## src/rtl/core_pkg.sv

```systemverilog
// Shared constants for the core instruction sequencer: opcodes, inst-word bit map,
// MAC codes and the payload carried by the one-stage delay pipe.
package core_pkg;

    localparam int INST_W     = 20;
    localparam int INST_ADD_W = 4;

    localparam logic [2:0] OP_LOAD_Q   = 3'd0;
    localparam logic [2:0] OP_LOAD_K   = 3'd1;
    localparam logic [2:0] OP_KLOAD    = 3'd2;
    localparam logic [2:0] OP_EXEC     = 3'd3;
    localparam logic [2:0] OP_DRAIN    = 3'd4;
    localparam logic [2:0] OP_NORM_ACC = 3'd5;
    localparam logic [2:0] OP_NORM_DIV = 3'd6;
    localparam logic [2:0] OP_RSVD     = 3'd7;

    localparam int INST_VPROD     = 19;
    localparam int INST_DIV       = 18;
    localparam int INST_ACC       = 17;
    localparam int INST_OFIFO_RD  = 16;
    localparam int INST_QKADD_LSB = 12;
    localparam int INST_PADD_LSB  = 8;
    localparam int INST_MAC_LSB   = 6;
    localparam int INST_QMEM_RD   = 5;
    localparam int INST_QMEM_WR   = 4;
    localparam int INST_KMEM_RD   = 3;
    localparam int INST_KMEM_WR   = 2;
    localparam int INST_PMEM_RD   = 1;
    localparam int INST_PMEM_WR   = 0;

    localparam logic [1:0] MAC_IDLE  = 2'b00;
    localparam logic [1:0] MAC_KLOAD = 2'b10;
    localparam logic [1:0] MAC_EXEC  = 2'b01;

    // Fields that appear one cycle after the SRAM/OFIFO strobe that feeds them.
    typedef struct packed {
        logic [1:0]            mac;
        logic                  sfp_acc;
        logic                  sfp_div;
        logic                  pmem_wr;
        logic [INST_ADD_W-1:0] pmem_add;
    } dly_t;

    function automatic logic [INST_ADD_W-1:0] wrap_addr(input int base, input int idx, input int depth);
        return INST_ADD_W'((base + idx) % depth);
    endfunction

endpackage

```

## src/rtl/core_inst_seq_inst_pipe.sv

```systemverilog
// One-stage register that delays the t+1 instruction fields behind their strobes.
module inst_pipe
    import core_pkg::*;
(
    input  logic clk,
    input  logic clr_i,
    input  dly_t d_i,
    output dly_t q_o
);

    dly_t pipe_q;

    always_ff @(posedge clk) begin
        // NOTE: sequential state is always assigned with <= so every flop samples pre-edge values.
        if (clr_i) pipe_q <= '0;
        else       pipe_q <= d_i;
    end

    assign q_o = pipe_q;

endmodule

```

## src/rtl/core_inst_seq.sv

```systemverilog
// Command sequencer: expands one accepted command into per-cycle SRAM, MAC, OFIFO and
// SFP strobes on the 20-bit inst bus, with read-latency-aligned delayed fields.
module core_inst_seq
    import core_pkg::*;
#(
    parameter  int QK_DEPTH = 16,
    parameter  int P_DEPTH  = 16,
    parameter  int LEN_W    = 5,
    localparam int QK_AW    = $clog2(QK_DEPTH),
    localparam int P_AW     = $clog2(P_DEPTH),
    localparam int BASE_W   = (QK_AW > P_AW) ? QK_AW : P_AW
) (
    input  logic              clk,
    input  logic              reset,
    input  logic              cmd_valid,
    output logic              cmd_ready,
    input  logic [2:0]        cmd_op,
    input  logic [BASE_W-1:0] cmd_base,
    input  logic [LEN_W-1:0]  cmd_len,
    input  logic              cmd_vprod,
    input  logic              ofifo_valid,
    output logic              in_req,
    output logic [INST_W-1:0] inst,
    output logic              busy,
    output logic              done,
    output logic              err
);

    if (QK_DEPTH < 2 || QK_DEPTH > 2**INST_ADD_W || P_DEPTH < 2 || P_DEPTH > 2**INST_ADD_W) begin : g_depth_check
        $error("core_inst_seq: QK_DEPTH and P_DEPTH must lie in 2..16 to fit the inst address fields");
    end

    localparam logic [1:0] S_IDLE  = 2'd0;
    localparam logic [1:0] S_ISSUE = 2'd1;
    localparam logic [1:0] S_TAIL  = 2'd2;
    localparam logic [1:0] S_DONE  = 2'd3;

    logic [1:0]            state_q, state_d;
    logic [LEN_W-1:0]      cnt_q, cnt_d;
    logic [2:0]            op_q, op_d;
    logic [BASE_W-1:0]     base_q, base_d;
    logic [LEN_W-1:0]      len_q, len_d;
    logic                  vprod_q, vprod_d;
    logic                  err_q, err_d;
    logic [INST_W-1:0]     imm_q, imm_d;
    logic                  in_req_q, in_req_d;
    logic [INST_ADD_W-1:0] drain_add_q, drain_add_d;
    logic                  vprod_out_q, busy_q, done_q;

    logic                  issue;
    logic [2:0]            beat_op;
    logic [BASE_W-1:0]     beat_base;
    logic [LEN_W-1:0]      beat_idx;
    logic [INST_ADD_W-1:0] qk_addr, p_addr;
    dly_t                  pipe_d, pipe_q;

    // The beat decided in this cycle becomes visible after the next edge, so a DRAIN
    // beat is issued when ofifo_valid is seen high in the cycle before its ofifo_rd.
    always_comb begin
        // NOTE: every combinational output gets a default first so no path infers a latch.
        state_d   = state_q;
        cnt_d     = cnt_q;
        op_d      = op_q;
        base_d    = base_q;
        len_d     = len_q;
        vprod_d   = vprod_q;
        err_d     = err_q;
        issue     = 1'b0;
        beat_op   = op_q;
        beat_base = base_q;
        beat_idx  = cnt_q;
        case (state_q)
            S_IDLE: begin
                if (cmd_valid) begin
                    op_d      = cmd_op;
                    base_d    = cmd_base;
                    len_d     = cmd_len;
                    vprod_d   = cmd_vprod;
                    err_d     = 1'b0;
                    cnt_d     = '0;
                    beat_op   = cmd_op;
                    beat_base = cmd_base;
                    beat_idx  = '0;
                    if (cmd_op == OP_RSVD) begin
                        state_d = S_DONE;
                        err_d   = 1'b1;
                    end else if (cmd_len == '0) begin
                        state_d = S_DONE;
                    end else begin
                        state_d = S_ISSUE;
                        issue   = (cmd_op != OP_DRAIN) || ofifo_valid;
                    end
                end
            end
            S_ISSUE: begin
                if (cnt_q == len_q) state_d = S_TAIL;
                else                issue   = (op_q != OP_DRAIN) || ofifo_valid;
            end
            S_TAIL:  state_d = S_DONE;
            default: state_d = S_IDLE;
        endcase
        if (issue) cnt_d = beat_idx + LEN_W'(1);
    end

    always_comb begin
        imm_d       = '0;
        in_req_d    = 1'b0;
        drain_add_d = '0;
        qk_addr     = wrap_addr(int'(beat_base[QK_AW-1:0]), int'(beat_idx), QK_DEPTH);
        p_addr      = wrap_addr(int'(beat_base[P_AW-1:0]), int'(beat_idx), P_DEPTH);
        if (issue) begin
            case (beat_op)
                OP_LOAD_Q: begin
                    imm_d[INST_QMEM_WR]                   = 1'b1;
                    imm_d[INST_QKADD_LSB +: INST_ADD_W]   = qk_addr;
                    in_req_d                              = 1'b1;
                end
                OP_LOAD_K: begin
                    imm_d[INST_KMEM_WR]                   = 1'b1;
                    imm_d[INST_QKADD_LSB +: INST_ADD_W]   = qk_addr;
                    in_req_d                              = 1'b1;
                end
                OP_KLOAD: begin
                    imm_d[INST_KMEM_RD]                   = 1'b1;
                    imm_d[INST_QKADD_LSB +: INST_ADD_W]   = qk_addr;
                end
                OP_EXEC: begin
                    imm_d[INST_QMEM_RD]                   = 1'b1;
                    imm_d[INST_QKADD_LSB +: INST_ADD_W]   = qk_addr;
                end
                OP_DRAIN: begin
                    imm_d[INST_OFIFO_RD]                  = 1'b1;
                    drain_add_d                           = p_addr;
                end
                OP_NORM_ACC, OP_NORM_DIV: begin
                    imm_d[INST_PMEM_RD]                   = 1'b1;
                    imm_d[INST_PADD_LSB +: INST_ADD_W]    = p_addr;
                end
                default: ;
            endcase
        end
    end

    // Delayed fields are derived from the strobes currently on the bus.
    always_comb begin
        pipe_d = '0;
        if (imm_q[INST_KMEM_RD])      pipe_d.mac = MAC_KLOAD;
        else if (imm_q[INST_QMEM_RD]) pipe_d.mac = MAC_EXEC;
        pipe_d.sfp_acc  = imm_q[INST_PMEM_RD] && (op_q == OP_NORM_ACC);
        pipe_d.sfp_div  = imm_q[INST_PMEM_RD] && (op_q == OP_NORM_DIV);
        pipe_d.pmem_wr  = imm_q[INST_OFIFO_RD];
        pipe_d.pmem_add = drain_add_q;
    end

    inst_pipe u_pipe (
        .clk   (clk),
        .clr_i (reset),
        .d_i   (pipe_d),
        .q_o   (pipe_q)
    );

    always_ff @(posedge clk) begin
        if (reset) begin
            state_q     <= S_IDLE;
            cnt_q       <= '0;
            err_q       <= 1'b0;
            imm_q       <= '0;
            in_req_q    <= 1'b0;
            drain_add_q <= '0;
            vprod_out_q <= 1'b0;
            busy_q      <= 1'b0;
            done_q      <= 1'b0;
        end else begin
            state_q     <= state_d;
            cnt_q       <= cnt_d;
            err_q       <= err_d;
            imm_q       <= imm_d;
            in_req_q    <= in_req_d;
            drain_add_q <= drain_add_d;
            vprod_out_q <= (state_d != S_IDLE) && vprod_d;
            busy_q      <= (state_d != S_IDLE);
            done_q      <= (state_d == S_DONE);
        end
    end

    // NOTE: command payload registers carry no reset; they are always loaded at accept before use.
    always_ff @(posedge clk) begin
        op_q    <= op_d;
        base_q  <= base_d;
        len_q   <= len_d;
        vprod_q <= vprod_d;
    end

    always_comb begin
        inst                                    = imm_q;
        inst[INST_VPROD]                        = vprod_out_q;
        inst[INST_DIV]                          = pipe_q.sfp_div;
        inst[INST_ACC]                          = pipe_q.sfp_acc;
        inst[INST_MAC_LSB +: 2]                 = pipe_q.mac;
        inst[INST_PMEM_WR]                      = pipe_q.pmem_wr;
        inst[INST_PADD_LSB +: INST_ADD_W]       = imm_q[INST_PADD_LSB +: INST_ADD_W] | pipe_q.pmem_add;
    end

    assign cmd_ready = (state_q == S_IDLE) && !reset;
    assign in_req    = in_req_q;
    assign busy      = busy_q;
    assign done      = done_q;
    assign err       = err_q;

endmodule

```

## config.mk

```make
export PLATFORM = sky130hd
export DESIGN_NAME = core_inst_seq
export DESIGN_NICKNAME = d
export VERILOG_FILES = /design/src/rtl/core_pkg.sv /design/src/rtl/core_inst_seq_inst_pipe.sv /design/src/rtl/core_inst_seq.sv
export SDC_FILE = /design/constraint.sdc
export NUM_CORES = 1
export LEC_CHECK = 0
export ABC_AREA = 1
export BUFFER_PORTS_ARGS = -buffer_cell sky130_fd_sc_hd__clkbuf_2
export CAP_MARGIN = 20
export CORE_MARGIN = 1
export CORE_UTILIZATION = 51
export CTS_BUF_LIST = sky130_fd_sc_hd__clkbuf_4 sky130_fd_sc_hd__clkbuf_8
export DETAILED_ROUTE_END_ITERATION = 10
export PLACE_DENSITY = 0.78
export SLEW_MARGIN = 20
export SYNTH_ARGS = -nofsm -noshare
export SYNTH_HDL_FRONTEND = slang
export SYNTH_SLANG_ARGS = --single-unit
```

## constraint.sdc

```tcl
create_clock -name clk -period 2 [get_ports clk]
set_clock_uncertainty 0.05 [all_clocks]
set_input_delay 0.5 -clock clk [delete_from_list [all_inputs] [get_ports clk]]
set_output_delay 0.5 -clock clk [all_outputs]
set_load 0.02 [all_outputs]
```

* Word-level counts from Yosys, hierarchy flattened *
Cells that the tools add are included.

storage, ports and cells
  input port bits = 17
  output and inout bits = 25
  word-level logic and storage cells = 92
  flip-flop bits (word level) = 52

cells by class
  reductions and logical operators = 20
  equal/unequal tests = 15
  bitwise gates (word level) = 5
  $add $sub $neg = 2
  multiplexer cells = 29

operators with widths
  kind                                                             number
  3-bit == test, second input constant                             6
  1-bit 2-to-1 mux                                                 15
  5-bit 2-to-1 mux                                                 3
  2-bit 2-to-1 mux                                                 5
  3-bit OR reduction                                               3
  4-bit 2-to-1 mux                                                 2
  2-bit OR reduction                                               4
  3-bit by 2-bit == test with 1-bit output, second input constant  2
  3-bit 2-to-1 mux                                                 2
  3-bit inequality test, second input constant                     2
  2-bit case mux with 3 select lines                               1
  5-bit by 1-bit adder with 5-bit output, second input constant    1
  5-bit == test                                                    1
  5-bit logical NOT                                                1
  4-bit adder                                                      1
  2-bit == test, second input constant                             2
  1-bit logical AND                                                4
  1-bit inverter                                                   4
  4-bit OR                                                         1
  4-bit OR reduction                                               1
  3-bit by 1-bit == test with 1-bit output, second input constant  1
  3-bit logical NOT                                                1
  2-bit by 1-bit == test with 1-bit output, second input constant  1
  2-bit logical NOT                                                1
  other kinds (5)                                                  6

* Longest topological paths before layout *
  depth after elaboration = 8
  depth in mapped cells = 11
  gate-level depth less buffers = 11

* Cells and area by module *
Synthesis repeated with hierarchy kept, for this count alone.

second synthesis, totals
  cell total of the unflattened synthesis = 260
  area, all modules = 2207.1 um^2

modules (own cells, without submodules)
  module         area an instance (um^2)  cells each  times used  sequential area each (um^2)
  core_inst_seq  1948.1                   232         1           910.9
  inst_pipe      259.0                    28          1           180.2

* Least setup slack after synthesis *
OpenSTA, ideal clock, no wires.

  path type = input to register
  start = input cmd_valid
  end = register drain_add_q[3]
  path buffers = 1
  arrival = 1.907 ns
  setup slack = -0.078 ns
  stages on the path = 9
  cells stage by stage = nand2_2 > inv_2 > buf_2 > nor2_1 > ha_1 > a21o_1 > a21oi_1 > xor2_1 > nor2_1

on the way
  word-level cells in the longest chain between the ends = 5

ends and longest elaborated chain
  item                                                 RTL line              text
  start: declaration                                   core_inst_seq.sv:15   input logic cmd_valid,
  branches (longest 5 deep; another with 4-bit adder)  -
  end signal: assignment                               core_inst_seq.sv:179  drain_add_q <= drain_add_d;
  end: declaration                                     core_inst_seq.sv:47   logic [INST_ADD_W-1:0] drain_add_q, drain_add_d;

Several ways; the timed one is not identified.
A chain may end at the register's enable or synchronous reset.

* Worst setup path in the final report *
  start = register state_q[1]
  end = register drain_add_q[3]

on the way
  word-level cells in the longest chain between the ends = 5

ends and longest elaborated chain
  item                                                 RTL line              text
  start: declaration                                   core_inst_seq.sv:38   logic [1:0] state_q, state_d;
  start signal: assignment                             core_inst_seq.sv:174  state_q <= state_d;
  branches (longest 5 deep; another with 4-bit adder)  -

Several ways; the timed one is not identified.

==> summary.md <==
| Metric | Value |
|---|---|
| Syn nets | `275` |
| First-pass DRT Iterations | `4` |
| Post-detailed-route wirelength per cell | `10.7 um` |
| Distinct cell type count of the synthesized netlist | `33` |
| Number of sinks on the clock net | `52` |
| Max-Cap Viols | `0` |
| Clock buffers created by TritonCTS | `5` |
| Share of final-layout standard cells stronger than drive strength 1 | `0.285` |
| Headroom to the max-slew limit | `0.780` |
| Clock Path Buffers | `2` |
| Uppermost layer routed | `met4` |
| Depth of the most critical reg-to-reg path | `9` |
| Wire length on met1 | `1720 um` |
| TritonCTS clock tree | `built` |
| Starting Density | `0.534` |
| Synthesized netlist cell count | `253` |
| Number of nets still failing antenna checks after routing | `0` |
| Setup repair after global routing missed its margin | `false` |
| Area of the core region | `4030 um2` |
| Total negative slack for setup checks | `0 ns` |
| Endpoint type of the worst setup path | `register` |
| Final Cycle Share | `0.934` |
| Endpoint required time on the critical path | `2.15 ns` |
| Clock tree root buffer cell | `sky130_fd_sc_hd__clkbuf_8` |
| Fin crit period | `1.87 ns` |
| Core Rows | `23` |
| Area growth from synthesis to layout | `13.7%` |
| Number of design rule violations left after detail routing | `0` |
| Start-to-end type of the worst setup path | `reg2reg` |
| Total Wirelength | `3650 um` |
| Hold-fix buffers, CTS | `0` |
| HPWL after DPL | `2760 um` |
| Hold path cells | `1` |
| Commonest cells after routing, fill and taps aside | `sky130_fd_sc_hd__dfxtp_1 (46), sky130_fd_sc_hd__nand2_1 (43), sky130_fd_sc_hd__clkbuf_2 (41)` |
| Finished Core Util | `0.607` |
| Wire length of the first global-routing pass | `5640 um` |
| Clk slew on worst S/H paths | `0.09 ns` |
| Remaining global-route overflow | `0` |
| Number of synthesized register bits | `52` |
| Max Fclk | `536 MHz` |
| Met3 WL post-DR | `159 um` |
| Number of nets at the end of the flow | `312` |
| Number of global-route vias before repair | `1346` |
| Diodes inserted | `0` |
| Startpoint class of the critical path | `register` |
| Initial DRC count | `71` |
| Met2 wire length | `1700 um` |
| Data arrival, critical path | `2.02 ns` |
| Overall Global Routing Usage | `0.174` |
| Final setup fails | `0` |
| Post-synth design cell area | `2150 um2` |
| Total Die Area | `4480 um2` |
| Hold Crit Class | `in2reg` |
| I/O pin total | `42` |
| Post-detailed-route via-to-cell ratio | `4.66` |
| Ratio of total power to cell area | `883 nW/um2` |
| Sequential cell area fraction in the yosys report | `0.508` |
| Mean Syn Cell Area | `8.50 um2` |
| Slew at the pin closest to its max-slew limit | `0.326 ns` |
| Static power due to leakage | `0.00121 uW` |
| Final RePlAce weighted congestion | `0.809` |
| Final number of max-transition violations | `0` |
| Via count | `1589` |
| Asr flop ratio synth | `0` |
| Result of the run | `completed` |
| Number of synthesized flops with an enable pin | `5` |
| Horiz. Die Dim | `66.9 um` |
| H-tree levels | `2` |
| Clock latency on the worst-skew pair | `0.30 ns` |
| Largest net degree at the start of global routing | `17` |
| Total Power Consumption | `2160 uW` |
| Synth warn | `0` |
| Die Ht | `66.9 um` |
| Worst IR drop on VDD | `0.000326 V` |
| Top FF cell, synth | `sky130_fd_sc_hd__dfxtp_1` |
| Count of buffers from port buffering | `41` |
| Most common cell after layout, fill and taps aside | `sky130_fd_sc_hd__dfxtp_1` |
| Crit-path max FO | `6` |
| Final Hold Vio Count | `0` |
| Number of antenna violations at the first check in global routing | `0` |
## stage by stage
stage / worst slack (ns) / instances / cell area (um2) / hold slack, ns
after detailed placement: -0.0559 / 333 / 2340 / 0.345
after global placement: 0.00474 / 333 / 2340 / 0.344
after global routing: 0.0284 / 341 / 2440 / 0.326
after floorplan: 0.00610 / 253 / 2150 / 0.338
after CTS: 0.0853 / 341 / 2430 / 0.321
final: 0.133 / 341 / 2440 / 0.330
## power breakdown
part	internal [uW]	total [uW]	switching [uW]
registers	1120	1160	33.3
logic	146	399	253
clock network	264	602	338
## registers in the layout, indices dropped and copies added, names as in the netlist
signal,cells
err,1
vprod_out_q,1
state_q,2
in_req,1
len_q,5
op_q,3
base_q,4
done,1
vprod_q,1
imm_q,14
busy,1
u_pipe.q_o,9
cnt_q,5
drain_add_q,4
## layer usage
layer	track usage	vias to the layer above
met5	0	-
met2	0.282	33
met3	0.0514	7
met1	0.211	713
li1	-	836
met4	0.0771	0
## worst max-delay path, cell delays in order (launching register included)
cell and delay (ns):
sky130_fd_sc_hd__dfxtp_2 0.36, sky130_fd_sc_hd__nor2_4 0.14, sky130_fd_sc_hd__nand2_4 0.09, sky130_fd_sc_hd__buf_4 0.15
sky130_fd_sc_hd__nand2_1 0.09, sky130_fd_sc_hd__inv_2 0.05, sky130_fd_sc_hd__ha_1 0.30, sky130_fd_sc_hd__a21oi_1 0.19
sky130_fd_sc_hd__xor2_1 0.26, sky130_fd_sc_hd__nor2_1 0.08
## Yosys cell counts, drive strengths merged, types with 4 or more instances
| master | count | area share |
|---|---|---|
| a21oi | 7 | 0.018 |
| buf | 18 | 0.063 |
| dfxtp | 47 | 0.44 |
| edfxtp | 5 | 0.070 |
| ha | 4 | 0.023 |
| inv | 38 | 0.066 |
| nand2 | 48 | 0.094 |
| nand3 | 14 | 0.040 |
| nor2 | 37 | 0.066 |
| nor3 | 6 | 0.014 |
| o21ai | 9 | 0.030 |
| or2 | 7 | 0.020 |
| xnor2 | 4 | 0.016 |
## cell families after synthesis
group                    synth area share
AO/OA/AOI/OAI                      0.0634
XOR/XNOR                           0.0244
AND/OR/NAND/NOR                     0.240
adder cells (fa/ha/maj)            0.0326
flip-flops                          0.508
buffers and inverters               0.132
## area by class of cell
class                      instances  area, um2
tap                               50       62.6
clock buffer                       6       76.3
inverter                          38        145
timing repair buffer              49        265
sequential                        52       1090
multi-input combinational        144        788
fill                             374       1580
clock inverter                     2       15.0
## worst paths after layout
check / start / endpoint / slack (ns)
worst max-delay path: state_q[1]$_SDFF_PP0_ / drain_add_q[3]$_SDFF_PP0_ / 0.13
worst min-delay path: cmd_len[0] / len_q[0]$_DFFE_PP_ / 0.33
worst max register to register: state_q[1]$_SDFF_PP0_ / drain_add_q[3]$_SDFF_PP0_ / 0.13
worst min register to register: drain_add_q[0]$_SDFF_PP0_ / u_pipe.q_o[0]$_SDFF_PP0_ / 0.36
## repair_timing
item / 4_1_cts / 5_1_grt
setup endpoints to repair: 0 / 6
buffers inserted: 0 / 0
gates resized for setup: 0 / 4
Power figures use the tool's default switching activity.
